### config.mk
export PLATFORM = sky130hd
export DESIGN_NAME = alu_cmd_sequencer
export DESIGN_NICKNAME = d
export VERILOG_FILES = /design/src/rtl/alu_pkg.sv /design/src/rtl/alu_unit_decoder.sv /design/src/rtl/alu_cmd_sequencer.sv
export SDC_FILE = /design/constraint.sdc
export NUM_CORES = 1
export LEC_CHECK = 0
export ABC_AREA = 1
export CAP_MARGIN = 15
export CORE_ASPECT_RATIO = 0.75
export CORE_UTILIZATION = 42
export DETAILED_ROUTE_END_ITERATION = 7
export PLACE_DENSITY = 0.95
export RECOVER_POWER = 100
export SYNTH_ARGS = -nofsm -noshare
export SYNTH_HDL_FRONTEND = slang
export SYNTH_SLANG_ARGS = --single-unit
### constraint.sdc
create_clock -name CLK -period 3.3 [get_ports CLK]
set_input_delay 0.495 -clock CLK [delete_from_list [all_inputs] [get_ports CLK]]
set_output_delay 0.495 -clock CLK [all_outputs]
set_load 0.05 [all_outputs]
### src/rtl/alu_pkg.sv
// Shared unit-select codes and sequencer FSM encodings for the ALU control path.
package alu_pkg;

    typedef enum logic [1:0] {
        ARITH = 2'b00,
        LOGIC = 2'b01,
        CMP   = 2'b10,
        SHIFT = 2'b11
    } unit_sel_t;

    typedef enum logic [1:0] {
        IDLE  = 2'b00,
        ISSUE = 2'b01,
        WAIT  = 2'b10,
        RESP  = 2'b11
    } state_t;

    localparam int NUM_UNITS = 4;

endpackage

### src/rtl/alu_unit_decoder.sv
// Unit-select decoder: 2-bit sel gated by issue strobe -> one-hot enable; purely combinational.
// Bit order of enable: [0] arith, [1] logic, [2] cmp, [3] shift.
module alu_unit_decoder
    import alu_pkg::*;
(
    input  unit_sel_t                sel,
    input  logic                     issue,
    output logic [NUM_UNITS-1:0]     enable
);

    always_comb begin
        enable = '0;
        if (issue) begin
            enable[sel] = 1'b1;
        end
    end

endmodule

### src/rtl/alu_cmd_sequencer.sv
// ALU command sequencer: one command in, one-cycle unit enable, result/err out; nominal result 3 cycles after accept.
// Strictly one command in flight; cmd_ready low until the result is taken, result held stable under res_ready=0.
module alu_cmd_sequencer
    import alu_pkg::*;
#(
    parameter int IN_DATA_WIDTH  = 16,
    parameter int OUT_DATA_WIDTH = 16,
    parameter int TIMEOUT_CYC    = 8
)
(
    input  logic                      CLK,
    input  logic                      RST,
    input  logic                      cmd_valid,
    output logic                      cmd_ready,
    input  logic [IN_DATA_WIDTH-1:0]  cmd_A,
    input  logic [IN_DATA_WIDTH-1:0]  cmd_B,
    input  logic [3:0]                cmd_func,
    output logic [IN_DATA_WIDTH-1:0]  A,
    output logic [IN_DATA_WIDTH-1:0]  B,
    output logic [1:0]                ALU_FUNC,
    output logic                      Arith_Enable,
    output logic                      Logic_Enable,
    output logic                      CMP_Enable,
    output logic                      Shift_Enable,
    input  logic [OUT_DATA_WIDTH-1:0] Arith_OUT,
    input  logic [OUT_DATA_WIDTH-1:0] Logic_OUT,
    input  logic [OUT_DATA_WIDTH-1:0] CMP_OUT,
    input  logic [OUT_DATA_WIDTH-1:0] Shift_OUT,
    input  logic                      Arith_Flag,
    input  logic                      Logic_Flag,
    input  logic                      CMP_Flag,
    input  logic                      Shift_Flag,
    output logic                      res_valid,
    input  logic                      res_ready,
    output logic [OUT_DATA_WIDTH-1:0] res_data,
    output logic                      res_err
);

    localparam int              CNT_W   = $clog2(TIMEOUT_CYC + 1);
    localparam logic [CNT_W-1:0] CNT_MAX = CNT_W'(TIMEOUT_CYC);

    state_t                    state, state_nxt;
    unit_sel_t                 sel, sel_nxt;
    logic [NUM_UNITS-1:0]      en_q, en_nxt, dec_en;
    logic [CNT_W-1:0]          cnt, cnt_nxt, cnt_inc;
    logic [IN_DATA_WIDTH-1:0]  a_nxt, b_nxt;
    logic [1:0]                func_nxt;
    logic                      valid_nxt, err_nxt;
    logic [OUT_DATA_WIDTH-1:0] data_nxt, unit_res;
    logic [NUM_UNITS-1:0]      flags, sel_mask;
    logic                      accept;

    assign cmd_ready = (state == IDLE);
    assign accept    = cmd_valid & cmd_ready;
    assign {Shift_Enable, CMP_Enable, Logic_Enable, Arith_Enable} = en_q;
    assign flags     = {Shift_Flag, CMP_Flag, Logic_Flag, Arith_Flag};
    assign sel_mask  = 4'b0001 << sel;
    assign cnt_inc   = (cnt == CNT_MAX) ? cnt : cnt + CNT_W'(1);

    alu_unit_decoder u_dec (
        .sel    (unit_sel_t'(cmd_func[3:2])),
        .issue  (accept),
        .enable (dec_en)
    );

    always_comb begin
        unit_res = Arith_OUT;
        case (sel)
            ARITH:   unit_res = Arith_OUT;
            LOGIC:   unit_res = Logic_OUT;
            CMP:     unit_res = CMP_OUT;
            SHIFT:   unit_res = Shift_OUT;
            default: unit_res = Arith_OUT;
        endcase
    end

    always_comb begin
        state_nxt = state;
        sel_nxt   = sel;
        a_nxt     = A;
        b_nxt     = B;
        func_nxt  = ALU_FUNC;
        en_nxt    = '0;
        cnt_nxt   = cnt;
        valid_nxt = res_valid;
        data_nxt  = res_data;
        err_nxt   = res_err;
        case (state)
            IDLE: begin
                if (accept) begin
                    a_nxt     = cmd_A;
                    b_nxt     = cmd_B;
                    func_nxt  = cmd_func[1:0];
                    sel_nxt   = unit_sel_t'(cmd_func[3:2]);
                    en_nxt    = dec_en;
                    state_nxt = ISSUE;
                end
            end
            ISSUE: begin
                cnt_nxt   = '0;
                state_nxt = WAIT;
            end
            WAIT: begin
                cnt_nxt = cnt_inc;
                // A stray flag from another unit wins over the expected one.
                if ((flags & ~sel_mask) != '0) begin
                    data_nxt  = '0;
                    err_nxt   = 1'b1;
                    valid_nxt = 1'b1;
                    state_nxt = RESP;
                end else if ((flags & sel_mask) != '0) begin
                    data_nxt  = unit_res;
                    err_nxt   = 1'b0;
                    valid_nxt = 1'b1;
                    state_nxt = RESP;
                end else if (cnt_inc == CNT_MAX) begin
                    data_nxt  = '0;
                    err_nxt   = 1'b1;
                    valid_nxt = 1'b1;
                    state_nxt = RESP;
                end
            end
            RESP: begin
                if (res_ready) begin
                    valid_nxt = 1'b0;
                    state_nxt = IDLE;
                end
            end
            default: state_nxt = IDLE;
        endcase
    end

    always_ff @(posedge CLK) begin
        if (!RST) begin
            state     <= IDLE;
            sel       <= ARITH;
            A         <= '0;
            B         <= '0;
            ALU_FUNC  <= '0;
            en_q      <= '0;
            cnt       <= '0;
            res_valid <= 1'b0;
            res_data  <= '0;
            res_err   <= 1'b0;
        end else begin
            state     <= state_nxt;
            sel       <= sel_nxt;
            A         <= a_nxt;
            B         <= b_nxt;
            ALU_FUNC  <= func_nxt;
            en_q      <= en_nxt;
            cnt       <= cnt_nxt;
            res_valid <= valid_nxt;
            res_data  <= data_nxt;
            res_err   <= err_nxt;
        end
    end

endmodule

## After elaboration in Yosys (flattened, before gate mapping)

Cells that the tools add are included.

- Register bits: 64
- Input port bits: 108
- Output and inout port bits: 57

- Add/subtract/negate cells: 1
- $lt $le $gt $ge: 2
- Equality and inequality tests: 11
- Shift-type cells: 1
- Muxes and demuxes: 21
- Bitwise gates (word level): 4
- Reduce and logical (&&, ||, !) cells: 13

Operators with widths:

| cell | number |
|---|---|
| $pmux W16 S4 | 1 |
| $mux W16 | 3 |
| $mux W2 | 5 |
| $reduce_and A3 Y1 | 3 |
| $and A4 B4 Y4 | 2 |
| $eq A2 B2 Y1 const B | 4 |
| $eq A4 B4 Y1 const B | 2 |
| $pmux W2 S4 | 1 |
| $pmux W4 S2 | 1 |
| $reduce_bool A4 Y1 | 2 |
| $mux W1 | 7 |
| $add A4 B1 Y4 const B | 1 |
| $eq A2 B1 Y1 const B | 2 |
| $logic_not A2 Y1 | 2 |
| $mux W4 | 1 |
| $ne A4 B4 Y1 const B | 1 |
| $not A4 Y4 | 1 |
| $reduce_and A2 Y1 | 2 |
| $reduce_bool A2 Y1 | 2 |
| $shl A1 B2 Y4 const A | 1 |
| $lt A2 B3 Y1 const B | 1 |
| $reduce_bool A3 Y1 | 1 |
| $demux W1 S2 | 1 |
| $ge A2 B1 Y1 const B | 1 |
| 5 further kinds | 5 |

## Logic depth before layout (Yosys ltp)

Gate-level depths: netlist of run 1.

- Depth after elaboration: 7
- Mapped depth: 12
- Depth with buffers taken out: 11

## Hierarchy

Synthesis of run 1 repeated with hierarchy kept, for this count alone.

- Cells, all modules: 434
- Area, all modules: 3006.6 um^2

By module, submodules not included:

| module | times used | cells an instance | area an instance (um^2) | seq. area each (um^2) |
|---|---|---|---|---|
| alu_cmd_sequencer | 1 | 426 | 2976.6 | 1281.2 |
| alu_unit_decoder | 1 | 8 | 30.0 | 0.0 |

## Worst setup path before layout of run 1

No wires, ideal clock.

- Path kind: reg2reg
- Start point: register state[0]
- End point: register ALU_FUNC[0]
- Library setup time: 64 ps
- Arrival time: 1687 ps
- Data required time: 3236 ps
- Path slack: 1549 ps
- Stages on the path, launching flop included: 8
- Period minus slack after synthesis: 1751 ps
- Cells stage by stage: dfxtp_1 -> inv_1 -> ha_1 -> nand2_1 -> clkinv_1 -> clkbuf_1 -> nor2_1 -> nor2_1

- Longest elaborated chain between the ends: 3

RTL lines:

| what | line | source |
|---|---|---|
| from (decl) | alu_cmd_sequencer.sv:42 | `state_t state, state_nxt;` |
| from (signal assigned) | alu_cmd_sequencer.sv:146 | `state <= state_nxt;` |
| $logic_not A2 Y1 * | alu_cmd_sequencer.sv:53 | `assign cmd_ready = (state == IDLE);` |
| named net cmd_ready | alu_cmd_sequencer.sv:14 | `output logic cmd_ready,` |
| $and A1 B1 Y1 | alu_cmd_sequencer.sv:54 | `assign accept = cmd_valid & cmd_ready;` |
| $reduce_and A2 Y1 (no line) * | -- |  |
| to (signal assigned) | alu_cmd_sequencer.sv:150 | `ALU_FUNC <= func_nxt;` |
| to (decl) | alu_cmd_sequencer.sv:20 | `output logic [1:0] ALU_FUNC,` |

Mark *: on every way through the listed nets, which the timed path passes. The rest lies on a longest branch.
A chain may end at the register's enable or synchronous reset.

## Worst setup path in the final report of run 1

- Start point: register state[1]
- End point: register sel[0]

- Longest elaborated chain between the ends: 3

RTL lines:

| what | line | source |
|---|---|---|
| $logic_not A2 Y1 * | alu_cmd_sequencer.sv:53, alu_cmd_sequencer.sv:88 |  |
| $and A1 B1 Y1 | alu_cmd_sequencer.sv:54 |  |
| $reduce_and A2 Y1 (no line) * | -- |  |
| to (signal assigned) | alu_cmd_sequencer.sv:147 | `sel <= sel_nxt;` |
| to (decl) | alu_cmd_sequencer.sv:43 | `unit_sel_t sel, sel_nxt;` |

Every way passes the cells marked *; elsewhere a longest branch is shown, timed or not.

==> flow_metrics.tcl, run 1 <==
set metrics [dict create \
    critical_path_arrival_ps 2650 \
    seq_area_frac_synth_pct 42.4 \
    postCtsHoldBufs 0 \
    drtAntennaViolNets 0 \
    rsz0062_at_grt "false" \
    die_y_um 75.5 \
    power.density_nw_per_um2 704 \
    area.sequential_um2 1280 \
    critPathTopFamily "buffers and inverters" \
    hold_violations 0 \
    cts_resized 0 \
    cp_max_fo 42 \
    antenna_found_initial 0 \
    hpwl_um 7170 \
    grt_pass1_wl_um 14500 \
    die_w_um 100 \
    grt-ovfl-total 0 \
    hold_path_class "flip-flop to flip-flop" \
    intPower_uw 1890 \
    avgSynthCellArea_um2 7.16 \
    track_usage_pct 24.7 \
    area_growth_pct 61.3 \
    clockBufferDepth 2 \
    pre_cts_ws_ps 1020 \
    synth_seq_cells 64 \
    cts_setup_buffers 0 \
    finalSetupTns_ps 0 \
    criticalPathCategory "flip-flop to flip-flop" \
    drv_cap 1 \
    setup_viol_count_final 0 \
    min_from "res_data[15]$_SDFFE_PN0P_" \
    reg2reg_to "sel[0]$_SDFFE_PN0P_" \
    hold_ws_ps 465 \
    routed_wl_um 9450 \
    rrSetupSlack_ps 910 \
    rr_worst_depth 6 \
    p_total_uw 3430 \
    drc 0 \
    drive_gt1_share_pct 6.68 \
    cts_tree "built" \
    synthMuxAreaShare_pct 0 \
    critPathBufInv 2 \
    min_path_cells 2 \
    wl_per_cell_um 13.9 \
    clkSinkCount 64 \
    required_ps 3560 \
    share_comb_of_total_power_pct 48.6 \
    synth_compound_area_share_pct 14.4 \
    ir_drop_mv 0.394 \
    seq_power_share_pct 30.0 \
    cts_buffers 9 \
    final_area_um2 4880 \
    portBuffers 164 \
    drt_iter0_drc 140 \
    min_period_ps 2390 \
    violations "max-capacitance violations, max-slew violations" \
    worst_pin_slew_ps 1540 \
    netlist_area_um2 3020 \
    grt_max_degree 43 \
    start_kind "flip-flop" \
    nNetsFinal 692 \
    synth.distinct_cells 30 \
    grt_pass1_vias 3140 \
    coreArea_um2 6900 \
    cp-end-kind "flip-flop" \
    via_per_inst 4.87 \
    synth_top_family_by_area "simple AND/OR/NAND/NOR gates" \
    start_util_pct 43.8 \
    die_area_um2 7540 \
    ioPinCount 165 \
    timing.slew.headroom_pct -2.64 \
    diodes 0 \
    multi_input_comb_area_um2 1500 \
    slew_violations 43 \
    dr.pass1.iters 4 \
    finClkSkew_ps 6.60 \
    synth_nets 535 \
    num_rows 26 \
    yosys.area_share.simple_pct 34.3 \
    placed_area_um2 4700 \
    period_share_pct 72.4 \
    fmax_mhz 418 \
    rr_startpoint "state[1]$_SDFFE_PN0P_" \
    synth_xor_area_share_pct 0 \
    gp_routability_congestion 0.877 \
    clk_root_buffer_cell "clkbuf_8" \
    syn_inst 422 \
    ys.warnings.count 0 \
    num_vias 3322 \
    clkLatencyLatePin_ps 340 \
    p_sw_uw 1540 \
    path_clk_slew_ps 70 \
    slowest_stage "clkbuf_1" \
    synth_fa_ha_area_share_pct 2.07 \
    num-fill-cells 590 \
    fin_ws_ps 910 \
    p_clk_share_pct 21.4 \
    htreeDepth 3 \
    whs_endpoint "res_data[15]$_SDFFE_PN0P_" \
    p_leak_uw 0.00205 \
    setup.worst_path.start "state[1]$_SDFFE_PN0P_" \
    crit_path_cell_trace "inv_1, ha_1, nand2_1, clkbuf_1, o21ai_0, a21oi_1" \
    status "finished, violations left" \
    swShare_pct 44.8 \
    worst_path_largest_cell_delay_ps 1120 \
]
[cells by family after synthesis]
kind of cell	count (synthesis)
DFF	64
buffers and inverters	47
adders and majority gates	5
and+or+nand+nor	227
AOI/OAI and AO/OA	79
[final cells by class]
type,count,area share (%)
Timing Repair Buffer,167,34.0
Multi-Input combinational cell,311,30.7
Sequential cell,64,26.3
Clock buffer,9,2.54
Tap cell,98,2.51
Inverter,26,2.00
Clock inverter,7,1.98
[metal layers]
layer | vias up | wire length [um] | share of wire (%) | GRT usage (%)
li1 | 1673 | - | - | -
met1 | 1531 | 3790 | 40 | 26.8
met2 | 93 | 5060 | 54 | 47.0
met3 | 25 | 351 | 3.7 | 5.60
met4 | 0 | 254 | 2.7 | 10.9
met5 | - | 0 | 0 | 0
[worst min-delay path, stage by stage (launching register included)]
cell and delay (ps):
dfxtp_1 320, nand2_2 60, a21oi_2 40
[power groups by stage]
stage / sequential (uW) / clock, uW / combinational (uW)
detailed placement: 1050 / 0 / 1720
finish: 1030 / 734 / 1670
global placement: 1040 / 0 / 1680
floorplan: 1510 / 0 / 708
global route: 1050 / 784 / 1810
CTS: 1040 / 748 / 1730
[synth_stat cells (all sizes together)]
master / count / area (um^2)
a21oi: 41 / 243
nand2: 98 / 405
or2: 16 / 100
o31ai: 1 / 7.51
nor2: 79 / 338
dfxtp: 64 / 1280
nand3: 26 / 143
o21ai: 36 / 180
clkinv: 2 / 7.51
ha: 5 / 62.6
nand4: 4 / 25.0
clkbuf: 13 / 48.8
o22ai: 1 / 6.26
buf: 8 / 60.0
inv: 24 / 90.1
nor4: 4 / 25.0
[registers in the layout, summed over array words and instances (netlist names)]
signal,cells
A,16
B,16
res_data,16
cnt,4
en_q,4
ALU_FUNC,2
sel,2
state,2
res_err,1
res_valid,1
[placed cells by master (no fill, tap or decap), types with 3 or more instances in the layout]
| cell type | Yosys | layout |
|---|---|---|
| clkdlybuf4s50_1 | 0 | 106 |
| nand2_1 | 85 | 88 |
| nor2_1 | 74 | 75 |
| dfxtp_1 | 64 | 64 |
| dlygate4sd3_1 | 0 | 58 |
| a21oi_1 | 31 | 37 |
| o21ai_0 | 36 | 36 |
| nand3_1 | 25 | 25 |
| inv_1 | 22 | 22 |
| nand2_2 | 12 | 10 |
| clkbuf_8 | 0 | 9 |
| or2_0 | 8 | 8 |
| or2_1 | 7 | 7 |
| ha_1 | 5 | 5 |
| nand4_1 | 4 | 4 |
| a21oi_2 | 10 | 4 |
| nor4_1 | 4 | 4 |
| nor2_4 | 3 | 3 |
| clkinvlp_4 | 0 | 3 |
[worst max-delay path by stage]
stage	cells after the start	slack (ps)	to
floorplan	7	1550	ALU_FUNC[0]$_SDFFE_PN0P_
global placement	5	1090	B[12]$_SDFFE_PN0P_
detailed placement	5	1020	ALU_FUNC[0]$_SDFFE_PN0P_
CTS	3	960	cmd_ready
global route	9	650	res_data[6]$_SDFFE_PN0P_
finish	6	910	sel[0]$_SDFFE_PN0P_
[metrics by stage]
stage	std cells	util [%]
after floorplan	422	-
after global routing	682	70.7
after detailed placement	666	68.2
after global placement	666	68.2
final	682	70.7
after CTS	682	71.4
Power figures use the tool's default switching activity.
==> run 2: changes to the inputs <==
--- a/config.mk
+++ b/config.mk
@@ -8,9 +8,9 @@
 export ABC_AREA = 1
 export CAP_MARGIN = 15
 export CORE_ASPECT_RATIO = 0.75
-export CORE_UTILIZATION = 42
+export CORE_UTILIZATION = 35
 export DETAILED_ROUTE_END_ITERATION = 7
-export PLACE_DENSITY = 0.95
+export PLACE_DENSITY = 0.85
 export RECOVER_POWER = 100
 export SYNTH_ARGS = -nofsm -noshare
 export SYNTH_HDL_FRONTEND = slang
==> constraint.sdc (replaced) <==
create_clock -name CLK -period 2 [get_ports CLK]
set_input_delay 0.3 -clock CLK [delete_from_list [all_inputs] [get_ports CLK]]
set_output_delay 0.3 -clock CLK [all_outputs]
set_load 0.05 [all_outputs]
==> flow_metrics.tcl, run 2 (synthesis gave the netlist of run 1 again) <==
set metrics [dict create \
    status "complete, no violations" \
    cts_tree "built" \
    whs_endpoint "res_err$_SDFFE_PN0P_" \
    drc 0 \
    critical_path_arrival_ps 1570 \
    fin_ws_ps 126 \
    htreeDepth 3 \
    ioPinCount 165 \
    final_area_um2 5010 \
    cts_resized 0 \
    finClkSkew_ps 4.45 \
    layout_commonest_cell "clkdlybuf4s50_1" \
    slew_violations 0 \
    die_w_um 109 \
    drv_cap 0 \
    postCtsHoldBufs 0 \
    routed_wl_um 8880 \
    grt-ovfl-total 0 \
    dr.pass1.iters 4 \
    clk_root_buffer_cell "clkbuf_16" \
    crit_path_cell_trace "dlygate4sd3_1" \
    path_clk_slew_ps 50 \
    critPathBufInv 1 \
    criticalPathCategory "flip-flop to output port" \
    placed_area_um2 4740 \
    min_from "res_err$_SDFFE_PN0P_" \
    drt_iter0_drc 172 \
    critPathTopFamily "buffers and inverters" \
    nNetsFinal 696 \
    wl_per_cell_um 12.8 \
    min_period_ps 1870 \
    worst_path_largest_cell_delay_ps 910 \
    antenna_found_initial 0 \
    hold_violations 0 \
    rrSetupSlack_ps 150 \
    min_path_cells 2 \
    diodes 0 \
    gp_routability_congestion 0.812 \
    cp-end-kind "output port" \
    pre_cts_ws_ps 203 \
    ir_drop_mv 0.631 \
    num_rows 28 \
    via_per_inst 4.77 \
    start_util_pct 37.2 \
    grt_pass1_wl_um 14400 \
    grt_pass1_vias 3137 \
    rr_startpoint "sel[1]$_SDFFE_PN0P_" \
    hold_path_class "flip-flop to flip-flop" \
    worst_pin_slew_ps 690 \
    coreArea_um2 8130 \
    num-fill-cells 738 \
    cp_max_fo 2 \
    reg_top3 "A: 16 flops, B: 16 flops, res_data: 16 flops" \
    start_kind "flip-flop" \
    clkLatencyLatePin_ps 330 \
    die_area_um2 9020 \
    hpwl_um 6900 \
    layout_common_cells "clkdlybuf4s50_1, nand2_1, nor2_1" \
    period_share_pct 93.7 \
    track_usage_pct 20.8 \
    cts_buffers 9 \
    finalSetupTns_ps 0 \
    rsz0062_at_grt "false" \
    utilization_pct 61.7 \
    slowest_stage "dlygate4sd3_1" \
    timing.slew.headroom_pct 54.0 \
    clkSinkCount 64 \
    area_growth_pct 65.9 \
    clockBufferDepth 2 \
    required_ps 1700 \
    die_y_um 82.5 \
    fmax_mhz 534 \
    drive_gt1_share_pct 9.18 \
    p_leak_uw 0.00210 \
    power.density_nw_per_um2 1180 \
    grt_max_degree 39 \
    cts_setup_buffers 0 \
    portBuffers 164 \
    drtAntennaViolNets 0 \
    rr_worst_depth 7 \
    num_vias 3309 \
    setup_viol_count_final 0 \
    reg2reg_to "res_data[3]$_SDFFE_PN0P_" \
]
## run 2: changes by cell type in the layout (fill, tap and decap cells not counted), sizes merged, moves of 2 or more
cell         change
inv              +2
bufinv           -2
buf              +4
dlygate4sd3      -2
## run 2: worst reg2reg max path: stages (launching register included)
cell and delay (ps):
dfxtp_1 570, nand2_1 130, inv_1 400, nand2_1 120, nand3_1 90, a21oi_1 40
or2_1 240, a21oi_1 180
## run 2: layout make-up
cell class              count  area, um^2  share of cell area [%]
flip-flops and latches     64        1280                    25.5
multi-input cells         311        1540                    30.7
clock buffers               9         225                    4.49
repair buffers            171        1680                    33.6
inverters                  26        97.6                    1.95
well taps                 105         131                    2.62
clock inverters             7        56.3                    1.12
## run 2: where the power goes
group | internal (uW) | total (uW) | switching (uW)
Clock | 847 | 1430 | 583
Sequential | 1540 | 1700 | 159
Combinational | 915 | 2790 | 1870
## run 2: worst max-delay path by stage
| stage | start | slack, ps | depth (start not counted) | endpoint |
|---|---|---|---|---|
| floorplan | state[0]$_SDFFE_PN0P_ | 250 | 7 | ALU_FUNC[0]$_SDFFE_PN0P_ |
| global placement | Shift_Flag | 280 | 10 | res_data[6]$_SDFFE_PN0P_ |
| detailed placement | sel[1]$_SDFFE_PN0P_ | 200 | 7 | res_data[3]$_SDFFE_PN0P_ |
| CTS | sel[1]$_SDFFE_PN0P_ | 140 | 7 | res_data[3]$_SDFFE_PN0P_ |
| global route | sel[1]$_SDFFE_PN0P_ | 10 | 7 | res_data[3]$_SDFFE_PN0P_ |
| finish | res_data[11]$_SDFFE_PN0P_ | 130 | 1 | res_data[11] |
## run 2: stage by stage
step	total power (uW)	hold WS, ps	std cells
final	5920	441	693
after global routing	6320	463	693
after CTS	6080	451	693
after detailed placement	4620	443	677
after global placement	4540	434	677
after floorplan	3660	378	422
## run 2: layer usage
layer,wire (um),GRT usage [%]
met5,0,0
met2,4420,36.2
met3,458,6.75
met4,87,5.60
met1,3920,24.9
==> run 3: changes to the inputs <==
--- a/config.mk
+++ b/config.mk
@@ -9,9 +9,10 @@
 export CAP_MARGIN = 15
 export CORE_ASPECT_RATIO = 0.75
 export CORE_UTILIZATION = 35
+export CTS_CLUSTER_SIZE = 10
 export DETAILED_ROUTE_END_ITERATION = 7
 export PLACE_DENSITY = 0.85
-export RECOVER_POWER = 100
+export RECOVER_POWER = 50
 export SYNTH_ARGS = -nofsm -noshare
 export SYNTH_HDL_FRONTEND = slang
 export SYNTH_SLANG_ARGS = --single-unit
==> flow_metrics.tcl, run 3 (synthesis gave the netlist of run 1 again) <==
set metrics [dict create \
    reg2reg_to "res_data[3]$_SDFFE_PN0P_" \
    stdcell_count 693 \
    rrSetupSlack_ps 140 \
    min_period_ps 1860 \
    nNetsFinal 696 \
    critical_path_arrival_ps 2100 \
    hpwl_um 6900 \
    reg_top3 "A: 16 flops, B: 16 flops, res_data: 16 flops" \
    start_kind "flip-flop" \
    portBuffers 164 \
    grt_pass1_wl_um 14400 \
    rr_worst_depth 7 \
    via_per_inst 4.83 \
    num_rows 28 \
    diodes 0 \
    hold_path_class "flip-flop to flip-flop" \
    min_from "res_err$_SDFFE_PN0P_" \
    start_util_pct 37.2 \
    period_share_pct 92.9 \
    whs_endpoint "res_err$_SDFFE_PN0P_" \
    grt_max_degree 39 \
    worst_path_largest_cell_delay_ps 570 \
    worst_pin_slew_ps 688 \
    die_area_um2 9020 \
    die_y_um 82.5 \
    rr_startpoint "sel[1]$_SDFFE_PN0P_" \
    clkSinkCount 64 \
    cts_resized 0 \
    layout_common_cells "clkdlybuf4s50_1, nand2_1, nor2_1" \
    cts_setup_buffers 0 \
    clockBufferDepth 2 \
    routed_wl_um 8870 \
    rsz0062_at_grt "false" \
    min_path_cells 2 \
    drv_cap 0 \
    num_vias 3345 \
    ir_drop_mv 0.654 \
    power.density_nw_per_um2 1190 \
    clkLatencyLatePin_ps 320 \
    critPathBufInv 1 \
    drive_gt1_share_pct 9.35 \
    cp-end-kind "flip-flop" \
    antenna_found_initial 0 \
    hold_violations 0 \
    htreeDepth 3 \
    cts_tree "built" \
    setup_viol_count_final 0 \
    path_clk_slew_ps 60 \
    status "complete, no violations" \
    grt-ovfl-total 0 \
    gp_routability_congestion 0.812 \
    track_usage_pct 20.8 \
    die_w_um 109 \
    timing.slew.headroom_pct 54.2 \
    drt_iter0_drc 150 \
    slew_violations 0 \
    clk_root_buffer_cell "clkbuf_16" \
    ioPinCount 165 \
    cp_max_fo 16 \
    fmax_mhz 538 \
    postCtsHoldBufs 0 \
    finalSetupTns_ps 0 \
    criticalPathCategory "flip-flop to flip-flop" \
    cts_buffers 9 \
    layout_commonest_cell "clkdlybuf4s50_1" \
    slowest_stage "dfxtp_1" \
    grt_pass1_vias 3137 \
    finClkSkew_ps 5.20 \
    area_growth_pct 66.0 \
    critPathTopFamily "simple AND/OR/NAND/NOR gates" \
    required_ps 2240 \
    crit_path_cell_trace "nand2_1, inv_1, nand2_1, nand3_1, a21oi_1, or2_1, a21oi_1" \
    p_leak_uw 0.00198 \
    coreArea_um2 8130 \
    wl_per_cell_um 12.8 \
    hold_ws_ps 444 \
    drc 0 \
    drtAntennaViolNets 0 \
    dr.pass1.iters 4 \
    p_total_uw 5990 \
    utilization_pct 61.7 \
    dp_cells 677 \
]
-- run 3: report_power, final --
| group | leakage (uW) | internal, uW | switching, uW |
|---|---|---|---|
| sequential | 0.000525 | 1540 | 166 |
| combinational | 0.00133 | 978 | 1870 |
| clock | 0.000125 | 847 | 585 |
-- run 3: cell type report --
type	instances	area, um^2
Clock buffer	9	225
Clock inverter	7	56.3
Fill cell	736	3110
Inverter	26	97.6
Multi-Input combinational cell	311	1540
Sequential cell	64	1280
Tap cell	105	131
Timing Repair Buffer	171	1680
-- run 3: how the worst max path moves through the flow --
| stage | startpoint | end | slack (ps) | depth (start not counted) |
|---|---|---|---|---|
| 3_3_place_gp | Shift_Flag | res_data[6]$_SDFFE_PN0P_ | 280 | 10 |
| 6_report | sel[1]$_SDFFE_PN0P_ | res_data[3]$_SDFFE_PN0P_ | 140 | 7 |
| 2_1_floorplan | state[0]$_SDFFE_PN0P_ | ALU_FUNC[0]$_SDFFE_PN0P_ | 250 | 7 |
| 5_1_grt | sel[1]$_SDFFE_PN0P_ | res_data[3]$_SDFFE_PN0P_ | 10 | 7 |
| 4_1_cts | sel[1]$_SDFFE_PN0P_ | res_data[3]$_SDFFE_PN0P_ | 140 | 7 |
| 3_5_place_dp | sel[1]$_SDFFE_PN0P_ | res_data[3]$_SDFFE_PN0P_ | 200 | 7 |
-- run 3: per-stage QoR --
step	setup slack, ps	cell area (um^2)
final	141	5020
after global routing	12.1	5020
after CTS	144	5020
after detailed placement	203	4740
after floorplan	249	3020
after global placement	280	4740
-- run 3: worst register-to-register path, cell delays in order, from the launching register on --
cell	delay, ps
dfxtp_1	570
nand2_1	130
inv_1	400
nand2_1	120
nand3_1	90
a21oi_1	40
or2_1	240
a21oi_1	180
-- run 3: metal layers --
metal  track usage [%]  up-vias  part of all wire [%]
met3              6.75       10                   6.3
met1              24.9     1558                    43
li1                  -     1681                     -
met5                 0        -                     0
met2              36.2       96                    50
met4              5.60        0                  0.98
